$ cat config.mk
export PLATFORM = sky130hd
export DESIGN_NAME = inferencia_regras
export DESIGN_NICKNAME = d
export VERILOG_FILES = /design/src/rtl/fuzzy_pkg.sv /design/src/rtl/acumulador_termo.sv /design/src/rtl/inferencia_regras.sv
export SDC_FILE = /design/constraint.sdc
export NUM_CORES = 1
export LEC_CHECK = 0
export ABC_CLOCK_PERIOD_IN_PS = 3200
export CAP_MARGIN = 10
export CORE_ASPECT_RATIO = 0.9
export CORE_MARGIN = 2
export CORE_UTILIZATION = 45
export DETAILED_ROUTE_END_ITERATION = 12
export PLACE_DENSITY = 0.76
export SLEW_MARGIN = 40
export SYNTH_ARGS = -nofsm -noshare
export SYNTH_HDL_FRONTEND = slang
export SYNTH_HIERARCHICAL = 1
export SYNTH_SLANG_ARGS = --single-unit
$ cat constraint.sdc
create_clock -name clk -period 3.2 [get_ports clk]
set_input_delay 0.96 -clock clk [delete_from_list [all_inputs] [get_ports clk]]
set_output_delay 0.96 -clock clk [all_outputs]
set_load 0.05 [all_outputs]
$ cat src/rtl/fuzzy_pkg.sv
// Shared definitions for the fuzzy processor: code markers, output term indices and the
// rule table used by the inference stage.
package fuzzy_pkg;

    localparam int unsigned W_PADRAO = 8;

    localparam logic [5:0] COD_START = 6'b010000;
    localparam logic [5:0] COD_END   = 6'b100000;

    localparam int unsigned N_TERMOS = 5;

    typedef enum logic [2:0] {
        NG = 3'd0,
        NP = 3'd1,
        ZE = 3'd2,
        PP = 3'd3,
        PG = 3'd4
    } termo_e;

    // Rk with k = 3*ee + dd maps to output term ee + dd (N=0, Z=1, P=2 on both inputs).
    function automatic logic [2:0] termo_saida(input logic [1:0] ee, input logic [1:0] dd);
        termo_e t;
        case ({ee, dd})
            4'b0000:                   t = NG;
            4'b0001, 4'b0100:          t = NP;
            4'b0010, 4'b0101, 4'b1000: t = ZE;
            4'b0110, 4'b1001:          t = PP;
            4'b1010:                   t = PG;
            default:                   t = NG;
        endcase
        return t;
    endfunction

endpackage

$ cat src/rtl/acumulador_termo.sv
// W-bit running-maximum register for one output term, with synchronous clear that
// takes priority over the update.
module acumulador_termo #(
    parameter int unsigned W = 8
) (
    input  logic         clk,
    input  logic         rst,
    input  logic         clr,
    input  logic         en,
    input  logic [W-1:0] d,
    output logic [W-1:0] q
);

    logic [W-1:0] valor_q;

    always_ff @(posedge clk or negedge rst) begin
        if (!rst) begin
            valor_q <= '0;
        end else if (clr) begin
            valor_q <= '0;
        end else if (en && (d > valor_q)) begin
            valor_q <= d;
        end
    end

    assign q = valor_q;

endmodule

$ cat src/rtl/inferencia_regras.sv
// Rule inference: min of input degrees per rule, max-aggregation per output term, publish on END.
// Optional rule counter output n_regras enabled by defining FUZZY_REGRA_CONT_EN.
module inferencia_regras
    import fuzzy_pkg::*;
#(
    parameter int unsigned W = W_PADRAO
) (
    input  logic           clk,
    input  logic           rst,
    input  logic           EN_REGRAS,
    input  logic [5:0]     codigo,
    input  logic [3*W-1:0] mu_erro,
    input  logic [3*W-1:0] mu_derro,
`ifdef FUZZY_REGRA_CONT_EN
    output logic [3:0]     n_regras,
`endif
    output logic [5*W-1:0] forca,
    output logic           valido,
    output logic           erro_regra
);

    localparam logic [1:0] IDLE  = 2'd0;
    localparam logic [1:0] ACUM  = 2'd1;
    localparam logic [1:0] DRENA = 2'd2;

    logic [1:0]     estado_q, estado_d;
    logic [3*W-1:0] me_q, md_q;
    logic           s1_val_q;
    logic [2:0]     s1_termo_q;
    logic [W-1:0]   s1_forca_q;
    logic           pub_q;
    logic           valido_q;
    logic           erro_q;
    logic [5*W-1:0] forca_q;
    logic [5*W-1:0] acc;

    logic [1:0]     ee, dd;
    logic           eh_start, eh_end, eh_regra, eh_invalido;
    logic           limpa, aceita;
    logic [W-1:0]   grau_e, grau_d, minimo;

    assign ee = codigo[3:2];
    assign dd = codigo[1:0];

    always_comb begin
        eh_start    = (codigo == COD_START);
        eh_end      = (codigo == COD_END);
        eh_regra    = (codigo[5:4] == 2'b00) && (ee != 2'b11) && (dd != 2'b11);
        eh_invalido = !(eh_start || eh_end || eh_regra);
        limpa       = EN_REGRAS && eh_start && ((estado_q == IDLE) || (estado_q == ACUM));
        aceita      = EN_REGRAS && eh_regra && (estado_q == ACUM);
    end

    // Degrees always come from the copies latched at Start, never the live inputs.
    always_comb begin
        case (ee)
            2'd0:    grau_e = me_q[0*W +: W];
            2'd1:    grau_e = me_q[1*W +: W];
            2'd2:    grau_e = me_q[2*W +: W];
            default: grau_e = '0;
        endcase
        case (dd)
            2'd0:    grau_d = md_q[0*W +: W];
            2'd1:    grau_d = md_q[1*W +: W];
            2'd2:    grau_d = md_q[2*W +: W];
            default: grau_d = '0;
        endcase
        minimo = (grau_e < grau_d) ? grau_e : grau_d;
    end

    always_comb begin
        estado_d = estado_q;
        case (estado_q)
            IDLE:    if (EN_REGRAS && eh_start) estado_d = ACUM;
            ACUM:    if (EN_REGRAS && eh_end) estado_d = DRENA;
            DRENA:   estado_d = IDLE;
            default: estado_d = IDLE;
        endcase
    end

    always_ff @(posedge clk or negedge rst) begin
        if (!rst) begin
            estado_q   <= IDLE;
            me_q       <= '0;
            md_q       <= '0;
            s1_val_q   <= 1'b0;
            s1_termo_q <= '0;
            s1_forca_q <= '0;
            erro_q     <= 1'b0;
            pub_q      <= 1'b0;
            valido_q   <= 1'b0;
            forca_q    <= '0;
        end else begin
            estado_q <= estado_d;
            if (limpa) begin
                me_q <= mu_erro;
                md_q <= mu_derro;
            end
            s1_val_q <= aceita;
            if (aceita) begin
                s1_termo_q <= termo_saida(ee, dd);
                s1_forca_q <= minimo;
            end
            if (limpa) begin
                erro_q <= 1'b0;
            end else if (EN_REGRAS && (estado_q == ACUM) && eh_invalido) begin
                erro_q <= 1'b1;
            end
            // DRENA lets the last stage-1 entry land before the copy to forca.
            pub_q    <= (estado_q == DRENA);
            valido_q <= pub_q;
            if (pub_q) begin
                forca_q <= acc;
            end
        end
    end

    // A clear on restart wins over any stage-1 entry landing the same edge.
    for (genvar k = 0; k < int'(N_TERMOS); k++) begin : g_acc
        acumulador_termo #(
            .W(W)
        ) u_acc (
            .clk(clk),
            .rst(rst),
            .clr(limpa),
            .en (s1_val_q && (s1_termo_q == 3'(k))),
            .d  (s1_forca_q),
            .q  (acc[k*W +: W])
        );
    end

`ifdef FUZZY_REGRA_CONT_EN
    logic [3:0] cont_q;
    logic [3:0] n_regras_q;

    always_ff @(posedge clk or negedge rst) begin
        if (!rst) begin
            cont_q     <= '0;
            n_regras_q <= '0;
        end else begin
            if (limpa) begin
                cont_q <= '0;
            end else if (aceita && (cont_q != 4'hF)) begin
                cont_q <= cont_q + 4'd1;
            end
            if (pub_q) begin
                n_regras_q <= cont_q;
            end
        end
    end

    assign n_regras = n_regras_q;
`endif

    assign forca      = forca_q;
    assign valido     = valido_q;
    assign erro_regra = erro_q;

endmodule
==> results.cfg, run 1 <==
[run_status]
status = complete, no violations

[worst_setup_path]
r2r_end = s1_forca_q[1]
crit_path_start = codigo[0]
worst-path-max-fanout = 8
r2r_setup_slack_ns = 0.62
cp-end-kind = flip-flop
critical_path_class = input pin to flip-flop
r2r-start = md_q[23]
r2r_cells = 8
cp-start-kind = input pin
worstPathArrival_ns = 3.46
cp.required_ns = 3.51
crit_end = s1_forca_q[1]

[logic_synthesis]
syn-num-nets = 863
yosysWarnings = 6
syn_inst = 754
synth_ff_type = dfrtp_1
syn-cell-area_um2 = 7800
syn_avg_cell_area_um2 = 10.3
synth_edf_count = 0
ys_types = 47
synthTopCellsByArea = dfrtp_1 (47%), ha_1 (8.3%), nand2_1 (8.0%), mux2i_1 (6.2%), mux2_2 (5.8%)
yosysSeqAreaShare_pct = 46.5
synth_top_area_share_pct = 46.5
synth_top_area_cell = dfrtp_1
synth_seq_cells = 145
async_flop_share_pct = 100

[timing]
slew_headroom_pct = 59.8
post-route-min-period_ns = 3.14
finClkSkew_ns = 0.00990
tightest_slew_ns = 0.602
finalCritPeriodShare_pct = 98.3
setup_viol = 0
fmax_mhz = 318
layout_setup_ws_ns = 0.0558
maxSlewViolCount = 0
hold_viol = 0

[floorplanning]
start_util_pct = 46.0
die_y_um = 129
pin_count = 99
die-area_um2 = 18400
rows = 45
die_w_um = 143
core_um2 = 16900

[placed_design]
portBuffers = 98
gp_congestion = 0.846
place_ws_ns = -0.839
dp_hpwl_mm = 11.7

[job]
cap_viol_max_count = 0

[detailed_routing]
wire_per_inst_um = 15.0
vias = 5681
wl_mm = 16.9
drtPass1Iterations = 4
drc_errors = 0
postRouteAntennaNets = 0
drt-initial-drc-count = 272
drt-vias-per-instance = 5.06

[clock_network]
clock_sinks = 145
clk_pin_slew_ns = 0.06
numCtsBuffers = 17
root_buffer = clkbuf_16
clock_latency_ns = 0.43
clockBufferDepth = 2
ctsHoldBuffers = 0
cts_max_level = 4
cts_tree = done

[power_and_ir_drop]
pwr_density_cell_nw_per_um2 = 575
leakage_nw = 4.84
ir_drop_uv = 381

[min_path]
hold-path-cell-count = 2
min_path_type = flip-flop to flip-flop

[cells_and_area]
antenna_cells = 0
drive_above_1_share_pct = 17.0
area_delta_synth_final_pct = 28.0
nNetsFinal = 984
finalCoreUtilization_pct = 58.9

[global_routing]
antenna_found_initial = 0
grt_remaining_overflow = 0
grt_max_degree = 81
track_usage_pct = 20.1
grt_pass1_wl_mm = 29.1
grt_pass1_vias = 5907
## worst max-delay path: stages
cell	delay [ns]
buf_2	0.09
buf_8	0.13
inv_12	0.04
ha_4	0.18
a222oi_1	0.39
or2_4	0.21
ha_4	0.19
nand4_1	0.16
a21oi_2	0.07
or3_4	0.42
or4_1	0.48
o211a_1	0.12
## sequential cells by signal, indices dropped and copies added, names as in the netlist
register	count
s1_forca_q	8
valido	1
me_q	24
forca	40
estado_q	2
g_acc.u_acc/q	40
erro_regra	1
md_q	24
pub_q	1
s1_termo_q	3
s1_val_q	1
## how the worst min path moves through the flow
| stage | start | end |
|---|---|---|
| 4_1_cts | me_q[17] | me_q[17] |
| 6_report | me_q[17] | me_q[17] |
| 3_3_place_gp | me_q[17] | me_q[17] |
| 5_1_grt | me_q[12] | me_q[12] |
| 2_1_floorplan | pub_q | valido |
| 3_5_place_dp | me_q[17] | me_q[17] |
## synthesized netlist by cell type (6+ instances only)
cell,count
a21oi_1,16
o211a_1,7
nand2b_1,40
inv_1,47
o21ai_0,12
or2_2,7
dfrtp_1,145
nand2_1,166
nand4_1,6
mux2i_1,48
ha_1,52
mux2_2,40
clkbuf_1,13
or2b_1,40
a222oi_1,8
nor2b_1,8
or4_1,7
nor2_1,7
o211ai_1,13
buf_2,12
## layer usage
metal / track usage (%) / wire (um)
met4: 5.18 / 151
met3: 4.58 / 644
met5: 0 / 0
met2: 33.4 / 8200
met1: 26.7 / 7900
## placed cells by master, fill, tap and decap left out, types with 25 or more instances in the layout
cell	instances
nand2_1	166
mux2_2	40
clkdlybuf4s50_1	93
buf_4	25
dfrtp_1	145
inv_1	45
mux2i_1	48
ha_1	46
nand2b_1	40
or2b_1	40
## power by group
group / internal, mW / switching (mW)
Sequential: 1.99 / 0.294
Clock: 1.22 / 0.781
Combinational: 0.741 / 0.722
Total: 3.94 / 1.80
## stage by stage
stage / hold WS [ns] / instance area [um^2] / cells / setup TNS, ns / power [mW]
floorplan: 0.406 / 7910 / 754 / -0.383 / 3.22
global placement: 0.459 / 9270 / 1086 / -8.36 / 3.65
detailed placement: 0.462 / 9270 / 1086 / -12.73 / 3.71
CTS: 0.478 / 9960 / 1123 / 0 / 5.78
global route: 0.503 / 9980 / 1123 / -0.00477 / 6.11
finish: 0.473 / 9980 / 1123 / 0 / 5.74
## cell families (layout without fill, tap and decap cells)
logic type	after synthesis	after routing	synth area share, %
buffers and inverters	78	211	4.14
flip-flops	145	145	46.5
multiplexers	88	88	11.9
AO/OA/AOI/OAI	86	86	8.40
AND/OR/NAND/NOR	305	306	20.7
adder cells (fa/ha/maj)	52	52	8.34
## layout make-up
cell class,instances,area [um^2]
flip-flops and latches,145,3630
well taps,235,294
fillers,1440,6960
clock buffers,21,470
clock inverters,11,129
multi-input cells,532,3990
repair buffers,131,1270
inverters,48,195
## repair_timing
action / CTS / global route
pin swaps: 12 / 7
cloned: 2 / 0
resized for setup: 23 / 13
endpoints found under the hold margin: 0 / 0
setup endpoints to repair: 8 / 7
buffers inserted: 3 / 0
No activity file was read; power rests on OpenSTA's default activity.
==> run 2, diff against run 1 <==
ABC_CLOCK_PERIOD_IN_PS = 2600   (was 3200)
CORE_UTILIZATION = 39   (was 45)
PLACE_DENSITY = 0.71   (was 0.76)
clock period = 2.6 ns   (was 3.2 ns; I/O delays follow)
==> results.cfg, run 2 (synthesized netlist as in run 1, its figures left out) <==
[run_status]
violations = negative setup slack
status = finished, violations left

[timing]
tightest_slew_ns = 0.592
setup_viol = 8
layout_setup_ws_ns = -0.262
hold_viol = 0
finClkSkew_ns = 0.00971
fmax_mhz = 349
slew_headroom_pct = 60.5
rsz0062_at_grt = true
maxSlewViolCount = 0
finalCritPeriodShare_pct = 110
post-route-min-period_ns = 2.86

[worst_setup_path]
cp.required_ns = 2.92
crit_chain = buf_12 -> inv_12 -> ha_4 -> a222oi_1 -> or2_4 -> ha_4 -> a21oi_2 -> a21oi_2 -> buf_4 -> or3_4 -> or4_1 -> o211a_1
r2r_end = s1_forca_q[4]
r2r_setup_slack_ns = 0.01
crit_end = s1_forca_q[4]
r2r-start = md_q[19]
critical_path_cell_count = 12
critical_path_class = input pin to flip-flop
crit_family = simple AND/OR/NAND/NOR gates
worst_path_max_delay_cell = or4_1
worst-path-buf-inv = 3
slowest_delay_ns = 0.47
cp-start-kind = input pin
r2r_cells = 9
worst-path-max-fanout = 8
cp-end-kind = flip-flop
crit_path_start = codigo[0]
worstPathArrival_ns = 3.18

[global_routing]
antenna_found_initial = 0
grt_max_degree = 81
grt_pass1_wl_mm = 29.9
grt_remaining_overflow = 0
track_usage_pct = 17.5
grt_pass1_vias = 6061

[clock_network]
clk_pin_slew_ns = 0.07
clock_sinks = 145
numCtsBuffers = 17
clockBufferDepth = 2
root_buffer = clkbuf_16
cts_max_level = 4
ctsHoldBuffers = 0
clock_latency_ns = 0.43
cts_tree = done

[floorplanning]
rows = 49
die_w_um = 153
die_y_um = 138
core_um2 = 19800
die-area_um2 = 21200
start_util_pct = 39.4
pin_count = 99

[cells_and_area]
nNetsFinal = 1002
nFillCells = 1785
finalCoreUtilization_pct = 51.8
area_delta_synth_final_pct = 31.5
final_cells = 1161
multi_input_area_um2 = 4060
antenna_cells = 0
regArea_um2 = 3630
drive_above_1_share_pct = 20.1
final_cell_mix = nand2_1 (165), dfrtp_1 (145), clkdlybuf4s50_1 (93)
layout_commonest_cell = nand2_1

[detailed_routing]
drt-vias-per-instance = 4.99
drc_errors = 0
wire_per_inst_um = 15.2
drt-initial-drc-count = 328
wl_mm = 17.6
drtPass1Iterations = 5
postRouteAntennaNets = 0
vias = 5792

[job]
cap_viol_max_count = 0

[placed_design]
place_ws_ns = -1.24
dp_hpwl_mm = 12.4
gp_congestion = 0.830
place_inst = 1118
portBuffers = 98

[power_and_ir_drop]
ir_drop_uv = 429
power.total_mw = 7.23
pwr_density_cell_nw_per_um2 = 705
leakage_nw = 4.94

[min_path]
min_path_type = input pin to asynchronous set/reset pin
## run 2: cell types whose count changed in the layout (fill, tap and decap cells not counted), sizes merged
| cell | delta |
|---|---|
| dlymetal6s2s | -1 |
| clkbuf | -3 |
| clkinv | -1 |
| buf | +18 |
| inv | +6 |
| clkinvlp | -1 |
## run 2: metrics by stage
step	setup TNS [ns]	hold slack, ns	area, um^2
3_3_place_gp	-45.88	0.462	9390
5_1_grt	-1.88	0.215	10300
6_report	-1.58	0.220	10300
2_1_floorplan	-3.47	0.406	7910
3_5_place_dp	-50.02	0.466	9390
4_1_cts	-1.81	0.216	10100
## run 2: timing repair
item | in CTS | in global routing
pin swaps | 23 | 21
cloned | 1 | 0
buffers inserted | 3 | 8
gates resized for setup | 36 | 31
hold endpoints to repair | 0 | 0
setup endpoints to repair | 59 | 8
## run 2: worst min path at each step
| stage | startpoint | endpoint | slack (ns) | cells after the start |
|---|---|---|---|---|
| global placement | me_q[7] | me_q[7] | 0.46 | 2 |
| detailed placement | me_q[12] | me_q[12] | 0.47 | 2 |
| CTS | rst | forca[14] | 0.22 | 1 |
| global route | rst | forca[14] | 0.21 | 1 |
| floorplan | pub_q | valido | 0.41 | 0 |
| finish | rst | forca[14] | 0.22 | 1 |
## run 2: power by group
group / total, mW / switching (mW) / internal [mW]
Combinational: 1.93 / 0.928 / 0.999
Clock: 2.49 / 1.05 / 1.45
Sequential: 2.82 / 0.373 / 2.44
Total: 7.23 / 2.35 / 4.89
## run 2: worst reg2reg max path: stages (launching register included)
cell and delay [ns]:
dfrtp_1 0.38, a222oi_1 0.41, or2_4 0.21, ha_4 0.20
a21oi_2 0.15, a21oi_2 0.07, buf_4 0.13, or3_4 0.34
or4_1 0.47, o211a_1 0.12
## run 2: area by class of cell
type                            count  area share (%)
Inverter                           48            1.90
Tap cell                          255            3.11
Sequential cell                   145            35.4
Clock buffer                       17            4.15
Clock inverter                     15            1.68
Timing Repair Buffer              149            14.2
Multi-Input combinational cell    532            39.6
## run 2: per-layer routing
metal | part of all wire (%) | track usage (%)
met1 | 47 | 23.0
met2 | 47 | 28.7
met3 | 4.5 | 4.73
met4 | 1.1 | 4.68
met5 | 0 | 0
